<file path="config.mk">
export PLATFORM = sky130hd
export DESIGN_NAME = qspi_flash_responder_flat
export DESIGN_NICKNAME = d
export VERILOG_FILES = /design/src/rtl/qspi_flash_responder_pkg.sv /design/src/rtl/qspi_flash_responder_if.sv /design/src/rtl/qspi_flash_responder_sck_edge.sv /design/src/rtl/qspi_flash_responder.sv /design/src/flat_wrapper.sv
export SDC_FILE = /design/constraint.sdc
export NUM_CORES = 1
export LEC_CHECK = 0
export ABC_AREA = 1
export BUFFER_PORTS_ARGS = -buffer_cell sky130_fd_sc_hd__buf_2
export CAP_MARGIN = 20
export CORE_MARGIN = 1
export CORE_UTILIZATION = 50
export CTS_CLUSTER_SIZE = 14
export DETAILED_ROUTE_END_ITERATION = 10
export PLACE_DENSITY = 0.69
export SYNTH_ARGS = -nofsm -noshare
export SYNTH_HDL_FRONTEND = slang
export SYNTH_HIERARCHICAL = 1
export SYNTH_SLANG_ARGS = --single-unit
</file>
<file path="constraint.sdc">
create_clock -name clk -period 4.2 [get_ports clk]
set_input_delay 0 -clock clk [delete_from_list [all_inputs] [get_ports clk]]
set_output_delay 0 -clock clk [all_outputs]
set_load 0.01 [all_outputs]
</file>
<file path="src/rtl/qspi_flash_responder_pkg.sv">
// Shared constants, state encoding and byte-lane helper for the QSPI flash responder.
package qspi_flash_responder_pkg;

  localparam logic [7:0] CMD_QIO_READ = 8'hEB;
  localparam logic [3:0] MODE_CONT    = 4'hA;
  localparam int         CMD_BITS     = 8;
  localparam int         ADDR_NIBS    = 6;
  localparam int         MODE_NIBS    = 2;

  typedef enum logic [2:0] {
    ST_IDLE   = 3'd0,
    ST_CMD    = 3'd1,
    ST_ADDR   = 3'd2,
    ST_MODE   = 3'd3,
    ST_DUMMY  = 3'd4,
    ST_DATA   = 3'd5,
    ST_IGNORE = 3'd6
  } qspi_state_e;

  function automatic logic [7:0] word_byte(input logic [31:0] word, input logic [1:0] idx);
    word_byte = word[{idx, 3'b000} +: 8];
  endfunction

endpackage

</file>
<file path="src/rtl/qspi_flash_responder_if.sv">
// SPI pin bundle between the initiator (master) and the flash responder (slave).
interface qspi_flash_responder_if;
  logic       sck;
  logic       ce_n;
  logic [3:0] io_i;
  logic [3:0] io_o;
  logic       io_oe;

  modport master (output sck, ce_n, io_i, input io_o, io_oe);
  modport slave  (input sck, ce_n, io_i, output io_o, io_oe);
endinterface

</file>
<file path="src/rtl/qspi_flash_responder_sck_edge.sv">
// SCK edge detector: registered sck level held low while deselected, rise/fall pulses.
module qspi_sck_edge (
  input  logic clk,
  input  logic rst_n,
  input  logic sck,
  input  logic ce_n,
  output logic rise,
  output logic fall
);
  logic sck_q_r;

  // delayed sck level, cleared while deselected so the first edge after ce_n falls is a clean rise
  always_ff @(posedge clk) begin
    if (!rst_n) begin
      sck_q_r <= 1'b0;
    end else if (ce_n) begin
      sck_q_r <= 1'b0;
    end else begin
      sck_q_r <= sck;
    end
  end

  assign rise = sck & ~sck_q_r;
  assign fall = ~sck & sck_q_r;
endmodule

</file>
<file path="src/rtl/qspi_flash_responder.sv">
// Quad I/O Fast Read (0xEB) flash responder: decodes command/address/mode/dummy
// phases from sampled SPI pins and streams bytes from a word-wide memory.
module qspi_flash_responder
  import qspi_flash_responder_pkg::*;
#(
  parameter int MEM_AW    = 10,
  parameter int DUMMY_CYC = 4
) (
  input  logic                  clk,
  input  logic                  rst_n,
  qspi_flash_responder_if.slave spi,
  output logic                  mem_rd,
  output logic [MEM_AW-1:0]     mem_addr,
  input  logic [31:0]           mem_rdata,
  output logic                  cont_mode
);
  localparam int PW = MEM_AW + 2;
  localparam logic [MEM_AW-1:0] WORD_ONE = {{(MEM_AW-1){1'b0}}, 1'b1};
  localparam logic [PW-1:0]     BYTE_ONE = {{(PW-1){1'b0}}, 1'b1};

  qspi_state_e       state_r, state_s;
  logic [7:0]        ctr_r, ctr_s;
  logic [6:0]        cmd_sr_r, cmd_sr_s;
  logic [3:0]        mode_hi_r, mode_hi_s;
  logic [PW-1:0]     ptr_r, ptr_s;
  logic              nib_r, nib_s, first_r, first_s, rd_pend_r, rd_pend_s;
  logic [31:0]       cur_word_r, cur_word_s, next_word_r, next_word_s;
  logic [3:0]        io_o_r, io_o_s;
  logic              io_oe_r, io_oe_s, mem_rd_r, mem_rd_s, cont_mode_r, cont_mode_s;
  logic [MEM_AW-1:0] mem_addr_r, mem_addr_s;
  logic [7:0]        byte_s;
  logic              rise_s, fall_s;

  qspi_sck_edge u_edge (
    .clk  (clk),
    .rst_n(rst_n),
    .sck  (spi.sck),
    .ce_n (spi.ce_n),
    .rise (rise_s),
    .fall (fall_s)
  );

  // next-state and output decode; ce_n high overrides every phase
  always_comb begin
    state_s     = state_r;
    ctr_s       = ctr_r;
    cmd_sr_s    = cmd_sr_r;
    mode_hi_s   = mode_hi_r;
    ptr_s       = ptr_r;
    nib_s       = nib_r;
    first_s     = first_r;
    rd_pend_s   = 1'b0;
    cur_word_s  = cur_word_r;
    next_word_s = next_word_r;
    io_o_s      = io_o_r;
    io_oe_s     = io_oe_r;
    mem_rd_s    = 1'b0;
    mem_addr_s  = mem_addr_r;
    cont_mode_s = cont_mode_r;
    byte_s      = word_byte(cur_word_r, ptr_r[1:0]);
    if (spi.ce_n) begin
      state_s = ST_IDLE;
      ctr_s   = 8'd0;
      io_oe_s = 1'b0;
      first_s = 1'b0;
    end else begin
      rd_pend_s = mem_rd_r;
      // the word fetched at the end of ADDR is the current word, later ones are prefetches
      if (rd_pend_r && first_r) begin
        cur_word_s = mem_rdata;
        first_s    = 1'b0;
      end else if (rd_pend_r) begin
        next_word_s = mem_rdata;
      end else begin
        next_word_s = next_word_r;
      end
      case (state_r)
        ST_IDLE: begin
          ctr_s   = 8'd0;
          state_s = cont_mode_r ? ST_ADDR : ST_CMD;
        end
        ST_CMD: begin
          if (rise_s && (ctr_r == 8'(CMD_BITS - 1))) begin
            ctr_s   = 8'd0;
            state_s = ({cmd_sr_r, spi.io_i[0]} == CMD_QIO_READ) ? ST_ADDR : ST_IGNORE;
          end else if (rise_s) begin
            cmd_sr_s = {cmd_sr_r[5:0], spi.io_i[0]};
            ctr_s    = ctr_r + 8'd1;
          end else begin
            ctr_s = ctr_r;
          end
        end
        ST_ADDR: begin
          if (rise_s) begin
            ptr_s = {ptr_r[PW-5:0], spi.io_i};
            if (ctr_r == 8'(ADDR_NIBS - 1)) begin
              ctr_s      = 8'd0;
              state_s    = ST_MODE;
              mem_rd_s   = 1'b1;
              mem_addr_s = ptr_s[PW-1:2];
              first_s    = 1'b1;
            end else begin
              ctr_s = ctr_r + 8'd1;
            end
          end else begin
            ctr_s = ctr_r;
          end
        end
        ST_MODE: begin
          if (rise_s && (ctr_r == 8'(MODE_NIBS - 1))) begin
            ctr_s       = 8'd0;
            state_s     = ST_DUMMY;
            cont_mode_s = (mode_hi_r == MODE_CONT);
            // an unaligned start never hits the aligned-byte prefetch for its second word
            if (ptr_r[1:0] != 2'b00) begin
              mem_rd_s   = 1'b1;
              mem_addr_s = ptr_r[PW-1:2] + WORD_ONE;
            end else begin
              mem_rd_s = 1'b0;
            end
          end else if (rise_s) begin
            mode_hi_s = spi.io_i;
            ctr_s     = ctr_r + 8'd1;
          end else begin
            ctr_s = ctr_r;
          end
        end
        ST_DUMMY: begin
          if (rise_s && (ctr_r == 8'(DUMMY_CYC - 1))) begin
            ctr_s   = 8'd0;
            state_s = ST_DATA;
            nib_s   = 1'b0;
          end else if (rise_s) begin
            ctr_s = ctr_r + 8'd1;
          end else begin
            ctr_s = ctr_r;
          end
        end
        ST_DATA: begin
          if (fall_s) begin
            io_o_s  = nib_r ? byte_s[3:0] : byte_s[7:4];
            io_oe_s = 1'b1;
          end else if (rise_s && !nib_r) begin
            nib_s = 1'b1;
            if (ptr_r[1:0] == 2'b00) begin
              mem_rd_s   = 1'b1;
              mem_addr_s = ptr_r[PW-1:2] + WORD_ONE;
            end else begin
              mem_rd_s = 1'b0;
            end
          end else if (rise_s) begin
            nib_s = 1'b0;
            ptr_s = ptr_r + BYTE_ONE;
            if (ptr_r[1:0] == 2'b11) begin
              cur_word_s = next_word_r;
            end else begin
              cur_word_s = cur_word_r;
            end
          end else begin
            nib_s = nib_r;
          end
        end
        ST_IGNORE: begin
          state_s = ST_IGNORE;
        end
        default: begin
          state_s = ST_IDLE;
        end
      endcase
    end
  end

  // state and output registers
  always_ff @(posedge clk) begin
    if (!rst_n) begin
      state_r     <= ST_IDLE;
      ctr_r       <= 8'd0;
      cmd_sr_r    <= 7'd0;
      mode_hi_r   <= 4'd0;
      ptr_r       <= '0;
      nib_r       <= 1'b0;
      first_r     <= 1'b0;
      rd_pend_r   <= 1'b0;
      cur_word_r  <= 32'd0;
      next_word_r <= 32'd0;
      io_o_r      <= 4'd0;
      io_oe_r     <= 1'b0;
      mem_rd_r    <= 1'b0;
      mem_addr_r  <= '0;
      cont_mode_r <= 1'b0;
    end else begin
      state_r     <= state_s;
      ctr_r       <= ctr_s;
      cmd_sr_r    <= cmd_sr_s;
      mode_hi_r   <= mode_hi_s;
      ptr_r       <= ptr_s;
      nib_r       <= nib_s;
      first_r     <= first_s;
      rd_pend_r   <= rd_pend_s;
      cur_word_r  <= cur_word_s;
      next_word_r <= next_word_s;
      io_o_r      <= io_o_s;
      io_oe_r     <= io_oe_s;
      mem_rd_r    <= mem_rd_s;
      mem_addr_r  <= mem_addr_s;
      cont_mode_r <= cont_mode_s;
    end
  end

  assign spi.io_o  = io_o_r;
  assign spi.io_oe = io_oe_r;
  assign mem_rd    = mem_rd_r;
  assign mem_addr  = mem_addr_r;
  assign cont_mode = cont_mode_r;
endmodule
</file>
<file path="src/flat_wrapper.sv">
// flat-port wrapper written by rule: the top's interface ports become plain ports
module qspi_flash_responder_flat import qspi_flash_responder_pkg::*;
#(
  parameter int MEM_AW    = 10,
  parameter int DUMMY_CYC = 4
)
  (clk, rst_n, mem_rd, mem_addr, mem_rdata, cont_mode, spi_sck, spi_ce_n, spi_io_i, spi_io_o, spi_io_oe);
  qspi_flash_responder_if spi_i ();
  input  logic clk;
  input  logic rst_n;
  output logic mem_rd;
  output logic [MEM_AW-1:0] mem_addr;
  input  logic [31:0] mem_rdata;
  output logic cont_mode;
  input wire logic [$bits(spi_i.sck)-1:0] spi_sck;
  input wire logic [$bits(spi_i.ce_n)-1:0] spi_ce_n;
  input wire logic [$bits(spi_i.io_i)-1:0] spi_io_i;
  output wire logic [$bits(spi_i.io_o)-1:0] spi_io_o;
  output wire logic [$bits(spi_i.io_oe)-1:0] spi_io_oe;
  assign spi_i.sck = spi_sck;
  assign spi_i.ce_n = spi_ce_n;
  assign spi_i.io_i = spi_io_i;
  assign spi_io_o = spi_i.io_o;
  assign spi_io_oe = spi_i.io_oe;
  qspi_flash_responder #(.MEM_AW(MEM_AW), .DUMMY_CYC(DUMMY_CYC)) u_core (.clk(clk), .rst_n(rst_n), .spi(spi_i), .mem_rd(mem_rd), .mem_addr(mem_addr), .mem_rdata(mem_rdata), .cont_mode(cont_mode));
endmodule
</file>
==> results of run 1 <==
[metal layers]
metal / vias to the layer above / part of all wire / wire, um
li1: 3140 / - / -
met1: 2686 / 0.45 / 6870
met2: 116 / 0.49 / 7460
met3: 31 / 0.036 / 554
met4: 0 / 0.026 / 390
met5: - / 0 / 0
[power by group through the flow]
| stage | registers (uW) | logic (uW) | clock network [uW] |
|---|---|---|---|
| 2_1_floorplan | 1170 | 140 | 0 |
| 3_3_place_gp | 1180 | 196 | 0 |
| 3_5_place_dp | 1180 | 196 | 0 |
| 4_1_cts | 1160 | 224 | 1580 |
| 5_1_grt | 1160 | 257 | 1640 |
| 6_report | 1160 | 228 | 1550 |
[flip-flops by register name, indices dropped and copies added, names as in the netlist]
register and flops:
u_core/cmd_sr_r 7, u_core/cont_mode 1, u_core/ctr_r 8, u_core/cur_word_r 32, u_core/first_r 1, u_core/mem_addr 10
u_core/mem_rd 1, u_core/mode_hi_r 4, u_core/next_word_r 32, u_core/nib_r 1, u_core/ptr_r 12, u_core/rd_pend_r 1
u_core/spi.io_o 4, u_core/spi.io_oe 1, u_core/state_r 3, u_core/u_edge/sck_q_r 1
[critical path: stages, from the launching register on]
cell	delay (ns)
dfxtp_1	0.77
ha_1	0.41
nor2_1	0.08
nand2_1	0.10
nand3_1	0.70
o21ai_0	0.48
nor2_1	0.06
[cells by family after synthesis]
family	after synthesis	share of synthesized area
adders and majority gates	6	0.0124
xor gates and xnor gates	11	0.0159
DFF	119	0.393
buffers and inverters	138	0.0932
and+or+nand+nor	372	0.257
AOI/OAI and AO/OA	265	0.229
[what timing repair did]
action	4_1_cts	5_1_grt
hold buffers	38	0
endpoints found under the hold margin	66	0
buffers inserted	0	0
resized for setup	0	0
[cell type report]
class / count / area [um^2]
Clock buffer: 20 / 447
Inverter: 92 / 348
Clock inverter: 10 / 178
Sequential cell: 119 / 2380
Timing Repair Buffer: 99 / 698
Tap cell: 143 / 179
Fill cell: 1115 / 4260
Multi-Input combinational cell: 654 / 3120
[worst paths after layout]
kind | to | slack, ns | from | depth (start not counted)
setup / recovery | u_core/cur_word_r[28] | 1.49 | u_core/ptr_r[0] | 6
setup reg to reg | u_core/cur_word_r[28] | 1.49 | u_core/ptr_r[0] | 6
hold / removal | u_core/spi.io_oe | 0.02 | spi_ce_n | 3
hold reg to reg | u_core/next_word_r[22] | 0.45 | u_core/next_word_r[22] | 2
[cell usage after synthesis (4+ instances only)]
master	count	area (um^2)
o21ai_0	142	711
nand4_1	5	31.3
dfxtp_1	119	2380
inv_1	79	297
buf_4	5	37.5
nand3_1	50	250
a21oi_1	84	420
clkbuf_1	29	109
buf_2	8	40.0
o221ai_1	4	35.0
inv_2	10	37.5
o22ai_1	6	37.5
ha_1	6	75.1
xor2_1	10	87.6
o211ai_1	6	45.0
nand2_2	5	31.3
nand2_1	156	586
o21ai_1	14	70.1
nor2_2	4	25.0
nor3_1	7	35.0
nor2_1	137	514
[per-stage QoR]
stage	setup WS [ns]	instance area, um^2	instances
2_1_floorplan	2.35	6070	911
3_3_place_gp	1.49	6350	1069
5_1_grt	1.10	7360	1137
6_report	1.49	7360	1137
4_1_cts	1.41	7360	1137
3_5_place_dp	1.42	6350	1069
==> summary.md, run 1 <==
| Metric | Value |
|---|---|
| Status | finished, final reports clean |
| Crit path capture type | flip-flop |
| CTS buffer count | 17 |
| WL/cell | 13.4 um |
| Final period util | 0.646 |
| Skew-Pair Late Insertion Delay | 0.42 ns |
| CP max FO | 31 |
| Leak pwr | ~0.0030 uW |
| Mean post-synth cell area | 6.66 um^2 |
| Final worst clock skew | 0.00568 ns |
| Clock share of power | 0.529 |
| Gpl congestion | between 0.8 and 0.9 |
| Combinational Power Share | 0.078 |
| RSZ-0062 raised after global routing | false |
| Die height | 112 um |
| Fin util | 0.633 |
| Clock-pin slew on the worst setup and hold paths | approximately 0.060 ns |
| Most frequent cells in the layout | nand2_1, o21ai_0, nor2_1, dfxtp_1, a21oi_1 |
| Seq pwr share | 0.394 |
| H-tree Lvls | 4 |
| Share of layout cells above drive strength 1 | 0.121 |
| Standard-cell rows | 39 |
| Met2 global-route usage | 0.437 |
| Fin. Hold Viols | 0 |
| Critical path data arrival time | around 3.0 ns |
| Sw Pwr | about 650 uW |
| CTS tree | done |
| DR iter-0 viols | approximately 330 |
| Starting Density | 0.522 |
| Min Tclk post-route | about 2.7 ns |
| Mapped Cells | 911 |
| Met3 usage | 0.0610 |
| Largest net degree at the start of global routing | 87 |
| Post-synth EDFFs | 0 |
| Hpwl dp | just under 10 mm |
| DRT antenna net count | 0 |
| Total die area | approximately 13,000 um^2 |
| GRT Total Usage | 0.257 |
| Setup TNS | 0 ns |
| I/O Pins | 57 |
| Final net count | approximately 1,000 |
| Die W | 112 um |
| Setup Viol. Count Final | 0 |
| Drt pass-1 iters | 5 |
| Crit start category | flip-flop |
| Vias/cell | roughly 5.3 |
| Total power density per cell area | between 300 and 400 nW/um^2 |
| Vias in the first global route | about 5,500 |
| Tightest Hold Check Type | in2reg |
| Max Transition Viols Final | 0 |
| Detailed-route via count | 5,973 |
| Max-Cap Viols | 0 |
| Area Overhead vs Synth | 21.2% |
| Post-synth top flop | dfxtp_1 |
| Worst slew pin tran | 1.01 ns |
| Core footprint | 11,600 um^2 |
| Syn_nets | 957 |
| Yosys reg bits | 119 |
| CP Data Required Time | between 4 and 5 ns |
| Routed WL | ~15 mm |
| Antenna cells | 0 |
| WHS | ~0.025 ns |
| Netlist cell types | 40 |
| Port Buffers | 56 |
| GR Overflow Total | 0 |
| Worst IR Drop VDD | just under 0.0003 V |
| Clock root buffer | clkbuf_16 |
| Clk buf depth | 2 |
| CP Class | reg2reg |
| Relative slew slack | 0.327 |
| Pwr Total | around 2900 uW |
| Sequential fraction of the synthesis area | 0.393 |
| M1 GR Usage | 0.308 |
| Antenna violations before repair | 0 |
| First-pass GRT wire length | around 26 mm |
| Most common cell after layout, fill and taps aside | nand2_1 |
| Sinks on Clock Net | about 120 |
| Post-Syn Area | roughly 6100 um^2 |
| Async set-reset flop share out of synthesis | 0 |
| Final routed DRC violation total | 0 |
| Switching fraction of total power | 0.221 |
| Syn. warnings | 6 |
| Internal power | ~2300 uW |
| F_max | approximately 370 MHz |
| Gr busiest metal | met2 |
Note: power is estimated with default switching activity, not from simulation.
==> run 2: changes to the inputs <==
clock period = 2.85 ns   (was 4.2 ns; I/O delays follow)
==> run 2 against run 1 <==
Effect of this change: clock power up 44%; first-iteration DRC count is 15% higher; combinational power grew 49%; worst setup slack got worse by 0.77 ns; critical path type unchanged; largest cell class unchanged; highest routed layer unchanged.
==> summary.md, run 2 (synthesis results as in run 1) <==
| Metric | Value |
|---|---|
| Status | finished, final reports clean |
| Antenna cells | 0 |
| Gpl congestion | ~0.88 |
| GR Overflow Total | 0 |
| WHS | ~0.059 ns |
| Hpwl dp | between 9 and 10 mm |
| Clock share of power | 0.522 |
| CTS buffer count | 17 |
| Hold_sp | rst_n |
| Area Overhead vs Synth | 22.3% |
| RSZ-0062 raised after global routing | false |
| WL/cell | between 10 and 15 um |
| Final worst clock skew | 0.00680 ns |
| Fill count | about 1,100 |
| CP max FO | 18 |
| Max Transition Viols Final | 0 |
| Leak pwr | roughly 0.0031 uW |
| Pwr Total | between 4000 and 5000 uW |
| Setup Viol. Count Final | 0 |
| Port Buffers | 56 |
| Clk buf depth | 2 |
| Drt pass-1 iters | 5 |
| Slowest stage cell, crit path | dfxtp_1 |
| CTS tree | done |
| Crit path capture type | flip-flop |
| F_max | around 470 MHz |
| Sw Pwr | 1030 uW |
| R2r startpoint | u_core/ptr_r[0] |
| Fin. Hold Viols | 0 |
| Die height | approximately 110 um |
| Vias/cell | 5.27 |
| Relative slew slack | 0.514 |
| Antenna violations before repair | 0 |
| Tightest Hold Check Type | in2reg |
| Final routed DRC violation total | 0 |
| Worst IR Drop VDD | between 0.0004 and 0.0005 V |
| Clock-pin slew on the worst setup and hold paths | around 0.06 ns |
| Setup TNS | 0 ns |
| Seq pwr share | 0.398 |
| Sinks on Clock Net | about 120 |
| Switching fraction of total power | 0.240 |
| Setup crit start | u_core/ptr_r[0] |
| Most frequent cells in the layout | nand2_1, o21ai_0, nor2_1, dfxtp_1, a21oi_1 |
| Largest net degree at the start of global routing | 86 |
| I/O Pins | 57 |
| Crit start category | flip-flop |
| Worst Path Buf+Inv | 1 |
| Core footprint | ~12,000 um^2 |
| Starting Density | 0.522 |
| Critical path data arrival time | around 2.5 ns |
| Most common cell after layout, fill and taps aside | nand2_1 |
| DRT antenna net count | 0 |
| Clock root buffer | clkbuf_16 |
| H-tree Lvls | 4 |
| CP Class | reg2reg |
| Max-Cap Viols | 0 |
| DR iter-0 viols | about 380 |
| Worst path top cell family by delay | simple AND/OR/NAND/NOR gates |
| Worst slew pin tran | approximately 0.73 ns |
| CP Data Required Time | between 3 and 4 ns |
| Crit-path cells | inv_1 -> ha_1 -> nand2_1 -> o21ai_1 -> nor3_4 -> nand2_2 -> o21ai_0 -> nor2_1 |
| Standard-cell rows | 39 |
| First-pass GRT wire length | about 26 mm |
| Internal power | about 3200 uW |
| Min Tclk post-route | roughly 2.1 ns |
| Vias in the first global route | ~5,600 |
| Die W | roughly 110 um |
| Routed WL | between 15 and 20 mm |
| Total die area | about 13,000 um^2 |
| Combinational Power Share | 0.080 |
| Share of layout cells above drive strength 1 | 0.130 |
| Largest stage delay on the critical path | roughly 0.5 ns |
| Total power density per cell area | 576 nW/um^2 |
| Detailed-route via count | between 6,000 and 7,000 |
| GRT Total Usage | 0.255 |
| Skew-Pair Late Insertion Delay | roughly 0.43 ns |
| Final net count | a little over 1,000 |
| Largest regs | u_core/cur_word_r: 32 flops, u_core/next_word_r: 32 flops, u_core/ptr_r: 12 flops |
| Final period util | 0.748 |
==> run 2: cell type report <==
| type | instances | area, um^2 | share of cell area |
|---|---|---|---|
| clock buffer | 19 | 453 | 0.0610 |
| clock inverter | 13 | 170 | 0.0229 |
| inverter | 92 | 348 | 0.0469 |
| multi-input combinational | 654 | 3120 | 0.421 |
| sequential | 119 | 2380 | 0.321 |
| tap | 143 | 179 | 0.0241 |
| timing repair buffer | 106 | 766 | 0.103 |
==> run 2: timing repair <==
| action | in CTS | in global routing |
|---|---|---|
| gates resized for setup | 0 | 0 |
| setup buffers | 0 | 0 |
| hold buffers | 39 | 0 |
| endpoints found under the hold margin | 70 | 0 |
==> run 2: stage by stage <==
step,util,area (um^2),instances,setup WS (ns)
detailed placement,0.550,6390,1074,0.747
global route,0.639,7420,1146,0.442
global placement,0.550,6390,1074,0.793
floorplan,-,6070,911,1.00
CTS,0.637,7400,1145,0.735
finish,0.639,7420,1146,0.717
==> run 2: path summary, 6_finish.rpt <==
kind	to	slack (ns)	depth (start not counted)
worst max-delay path	u_core/mem_addr[0]	0.72	8
worst min-delay path	u_core/spi.io_o[3]	0.06	4
worst max register to register	u_core/mem_addr[0]	0.72	8
worst min register to register	u_core/next_word_r[7]	0.45	2
==> run 2: routing by layer <==
| metal | GRT usage | wire [um] | vias to the layer above |
|---|---|---|---|
| met3 | 0.0529 | 539 | 43 |
| met5 | 0 | 0 | - |
| met2 | 0.433 | 7190 | 121 |
| li1 | - | - | 3165 |
| met1 | 0.308 | 6870 | 2711 |
| met4 | 0.122 | 450 | 0 |
==> run 2: worst reg2reg max path, cell delays in order, from the launching register on <==
cell	delay [ns]
dfxtp_1	0.50
inv_1	0.30
ha_1	0.34
nand2_1	0.07
o21ai_1	0.09
nor3_4	0.23
nand2_2	0.21
o21ai_0	0.22
nor2_1	0.05
==> run 2: power groups by stage <==
stage | sequential (uW) | combinational (uW) | clock [uW]
2_1_floorplan | 1730 | 206 | 0
3_3_place_gp | 1740 | 293 | 0
3_5_place_dp | 1740 | 294 | 0
4_1_cts | 1700 | 336 | 2270
5_1_grt | 1700 | 381 | 2360
6_report | 1700 | 340 | 2230
==> run 3: changes to the inputs <==
ABC_AREA = 0   (was 1)
PLACE_DENSITY = 0.72   (was 0.69)
clock period = 1.91 ns   (was 2.85 ns; I/O delays follow)
==> run 3 against run 2 <==
Effect of this change: critical path depth fell by 3; the flow now finishes with violations (design-rule violations, negative setup slack); combinational power up 24%; highest routed layer unchanged; final area up 11%; worst setup slack worse by 0.94 ns; clock skew is 0.00051 ns lower; sequential cell count unchanged; synthesized cell count decreased by 16%.
==> summary.md, run 3 <==
| Metric | Value |
|---|---|
| Status | finished, violations left |
| Violated checks | design-rule violations, negative setup slack |
| Most common cell after layout, fill and taps aside | nand2_1 |
| Post-synth top flop | dfxtp_1 |
| Synth cell count leaders | dfxtp_1, nand2_1, nor2_1 |
| Most frequent cell after synthesis | dfxtp_1 |
| Post-synthesis simple-gate area fraction | 0.302 |
| Clock-pin slew on the worst setup and hold paths | 0.06 ns |
| Switching fraction of total power | 0.214 |
| RSZ-0062 raised after global routing | true |
| Largest regs | u_core/cur_word_r: 32 flops, u_core/next_word_r: 32 flops, u_core/ptr_r: 12 flops |
| Total die area | about 12,000 um^2 |
| CP Data Required Time | between 2 and 2.5 ns |
| Biggest area consumer among synthesized cells | dfxtp_1 |
| Mapped Cells | between 700 and 800 |
| F_max | about 470 MHz |
| Final period util | 1.12 |
| H-tree Lvls | 4 |
| Largest net degree at the start of global routing | 41 |
| I/O Pins | 57 |
| CP Class | reg2reg |
| Skew-Pair Late Insertion Delay | around 0.42 ns |
| Worst IR Drop VDD | about 0.0008 V |
| Multiplexer share of the synthesized area | 0.0488 |
| Crit path capture type | flip-flop |
| Syn_nets | between 800 and 900 |
| Synth Area in Compound Gates | 0.170 |
| Dpl cells | between 900 and 1,000 |
| Setup Viol. Count Final | 29 |
| Drt pass-1 iters | 8 |
| R2r startpoint | u_core/ctr_r[4] |
| Die height | around 110 um |
| Most frequent cells in the layout | nand2_1, dfxtp_1, buf_4, nor2_1, nor3_1 |
| Post-Syn Area | ~5900 um^2 |
| Final net count | 953 |
| Max Transition Viols Final | 0 |
| Syn. warnings | 6 |
| First-pass GRT wire length | between 30 and 40 mm |
| GRT Total Usage | 0.316 |
| CP max FO | 7 |
| DRT antenna net count | 0 |
| Sinks on Clock Net | between 100 and 150 |
| Sw Pwr | about 1400 uW |
| Starting Density | 0.516 |
| Top-area cell type share of the netlist area | 0.401 |
| Crit start category | flip-flop |
| Vias/cell | roughly 6 |
| Clock share of power | 0.554 |
| Mean post-synth cell area | slightly below 8 um^2 |
| GR Overflow Total | 0 |
| Antenna violations before repair | 0 |
| Min Tclk post-route | roughly 2.1 ns |
| CTS buffer count | 17 |
| Main combinational cell family by area after synthesis | simple AND/OR/NAND/NOR gates |
| Final routed DRC violation total | 11 |
| WL/cell | about 18 um |
| Synth Area in XOR/XNOR | 0.0147 |
| Combinational Power Share | 0.064 |
| CTS tree | done |
| Seq pwr share | 0.382 |
| Worst slew pin tran | approximately 0.72 ns |
| Final worst clock skew | 0.00629 ns |
| Gpl congestion | between 0.8 and 0.9 |
| Clock root buffer | clkbuf_16 |
| Synth area leaders | dfxtp_1, nand2_1, nor3_1 |
| Share of layout cells above drive strength 1 | 0.262 |
| Core footprint | approximately 12,000 um^2 |
| Fin cells | 1,062 |
| Reg-to-reg critical path endpoint | u_core/mem_addr[5] |
| Synth Area in Adders | 0.0143 |
| Hpwl dp | around 12 mm |
| Sequential fraction of the synthesis area | 0.401 |
| Clk buf depth | 2 |
| Port Buffers | 56 |
| Final worst setup slack | -0.221 ns |
| Die W | around 110 um |
| DR iter-0 viols | around 700 |
| Hold_sp | rst_n |
| Yosys reg bits | between 100 and 150 |
| Relative slew slack | 0.522 |
| Detailed-route via count | ~6,500 |
| Setup TNS | -4.31 ns |
| Cells on worst reg2reg path | 5 |
| Async set-reset flop share out of synthesis | 0 |
| Max-Cap Viols | 0 |
| Post-synth EDFFs | 0 |
| Critical path data arrival time | between 2 and 2.5 ns |
| Area Overhead vs Synth | 38.7% |
| R2R Setup Slk | -0.22 ns |
| WHS | 0.0223 ns |
| Standard-cell rows | 39 |
| Total power density per cell area | 794 nW/um^2 |
| Tightest Hold Check Type | in2reg |
| Min-Delay Endpoint | u_core/ctr_r[4] |
| Antenna cells | 0 |
| Pwr Total | 6550 uW |
| Routed WL | 19.1 mm |
| Fin. Hold Viols | 0 |
| WHS Path Cells | 3 |
| Netlist cell types | just over 60 |
| Vias in the first global route | between 6,000 and 7,000 |
| Internal power | just over 5000 uW |
| Leak pwr | around 0.0030 uW |
[run 3: changes by cell type in the layout (fill, tap and decap cells not counted), moves of 43 or more]
cell and delta:
inv_1 -71, nor2_1 -65, o21ai_0 -110, buf_4 +69
nand2_1 -43, nor3_1 +64
[run 3: power by group through the flow]
stage	clock, uW	combinational, uW	sequential [uW]
final	3630	420	2500
after global routing	3790	448	2500
after CTS	3650	386	2500
after detailed placement	0	296	2550
after global placement	0	291	2550
after floorplan	0	150	2550
[run 3: timing repair]
| item | CTS | global route |
|---|---|---|
| hold buffers | 39 | 0 |
| endpoints found under the setup margin | 40 | 67 |
| gates resized for setup | 23 | 39 |
| buffers inserted | 12 | 4 |
| endpoints found under the hold margin | 65 | 0 |
| gates cloned | 1 | 2 |
| pin swaps | 5 | 15 |
[run 3: metal layers]
| metal | vias up | global-route usage | share of wire |
|---|---|---|---|
| li1 | 3031 | - | - |
| met1 | 3095 | 0.371 | 0.40 |
| met2 | 308 | 0.548 | 0.50 |
| met3 | 51 | 0.0809 | 0.072 |
| met4 | 0 | 0.130 | 0.027 |
| met5 | - | 0 | 0 |
[run 3: area by class of cell]
class	instances	area, um^2
Tap cell	143	179
Inverter	9	33.8
Clock buffer	21	480
Clock inverter	10	191
Sequential cell	119	2400
Timing Repair Buffer	188	1490
Multi-Input combinational cell	572	3480
Fill cell	842	3270
[run 3: how the worst max path moves through the flow]
stage | slack, ns | start | cells after the start | end
3_3_place_gp | -0.29 | u_core/ctr_r[4] | 5 | u_core/mem_addr[5]
5_1_grt | -0.31 | u_core/ctr_r[4] | 7 | u_core/mem_addr[1]
2_1_floorplan | -0.39 | u_core/ctr_r[6] | 8 | u_core/mem_addr[5]
6_report | -0.22 | u_core/ctr_r[4] | 5 | u_core/mem_addr[5]
3_5_place_dp | -0.30 | u_core/ctr_r[4] | 5 | u_core/mem_addr[1]
4_1_cts | -0.21 | u_core/ctr_r[4] | 5 | u_core/mem_addr[5]
[run 3: critical path: stages (launching register included)]
cell	delay (ns)
dfxtp_2	0.31
or4_4	0.56
or3_4	0.35
or4_4	0.47
a22o_1	0.24
a21oi_2	0.12
[run 3: logic make-up (layout without fill, tap and decap cells)]
logic type | after synthesis | in the layout
AND/OR/NAND/NOR | 373 | 373
AO/OA/AOI/OAI | 163 | 163
flip-flops | 119 | 119
buffers and inverters | 74 | 228
multiplexers | 19 | 19
XOR/XNOR | 10 | 10
adder cells (fa/ha/maj) | 7 | 7
[run 3: metrics by stage]
stage          cell area, um^2  setup WS, ns  utilization
2_1_floorplan             5960        -0.391            -
3_3_place_gp              6780        -0.295        0.589
3_5_place_dp              6780        -0.299        0.589
4_1_cts                   8050        -0.206        0.699
5_1_grt                   8250        -0.310        0.716
6_report                  8250        -0.221        0.716
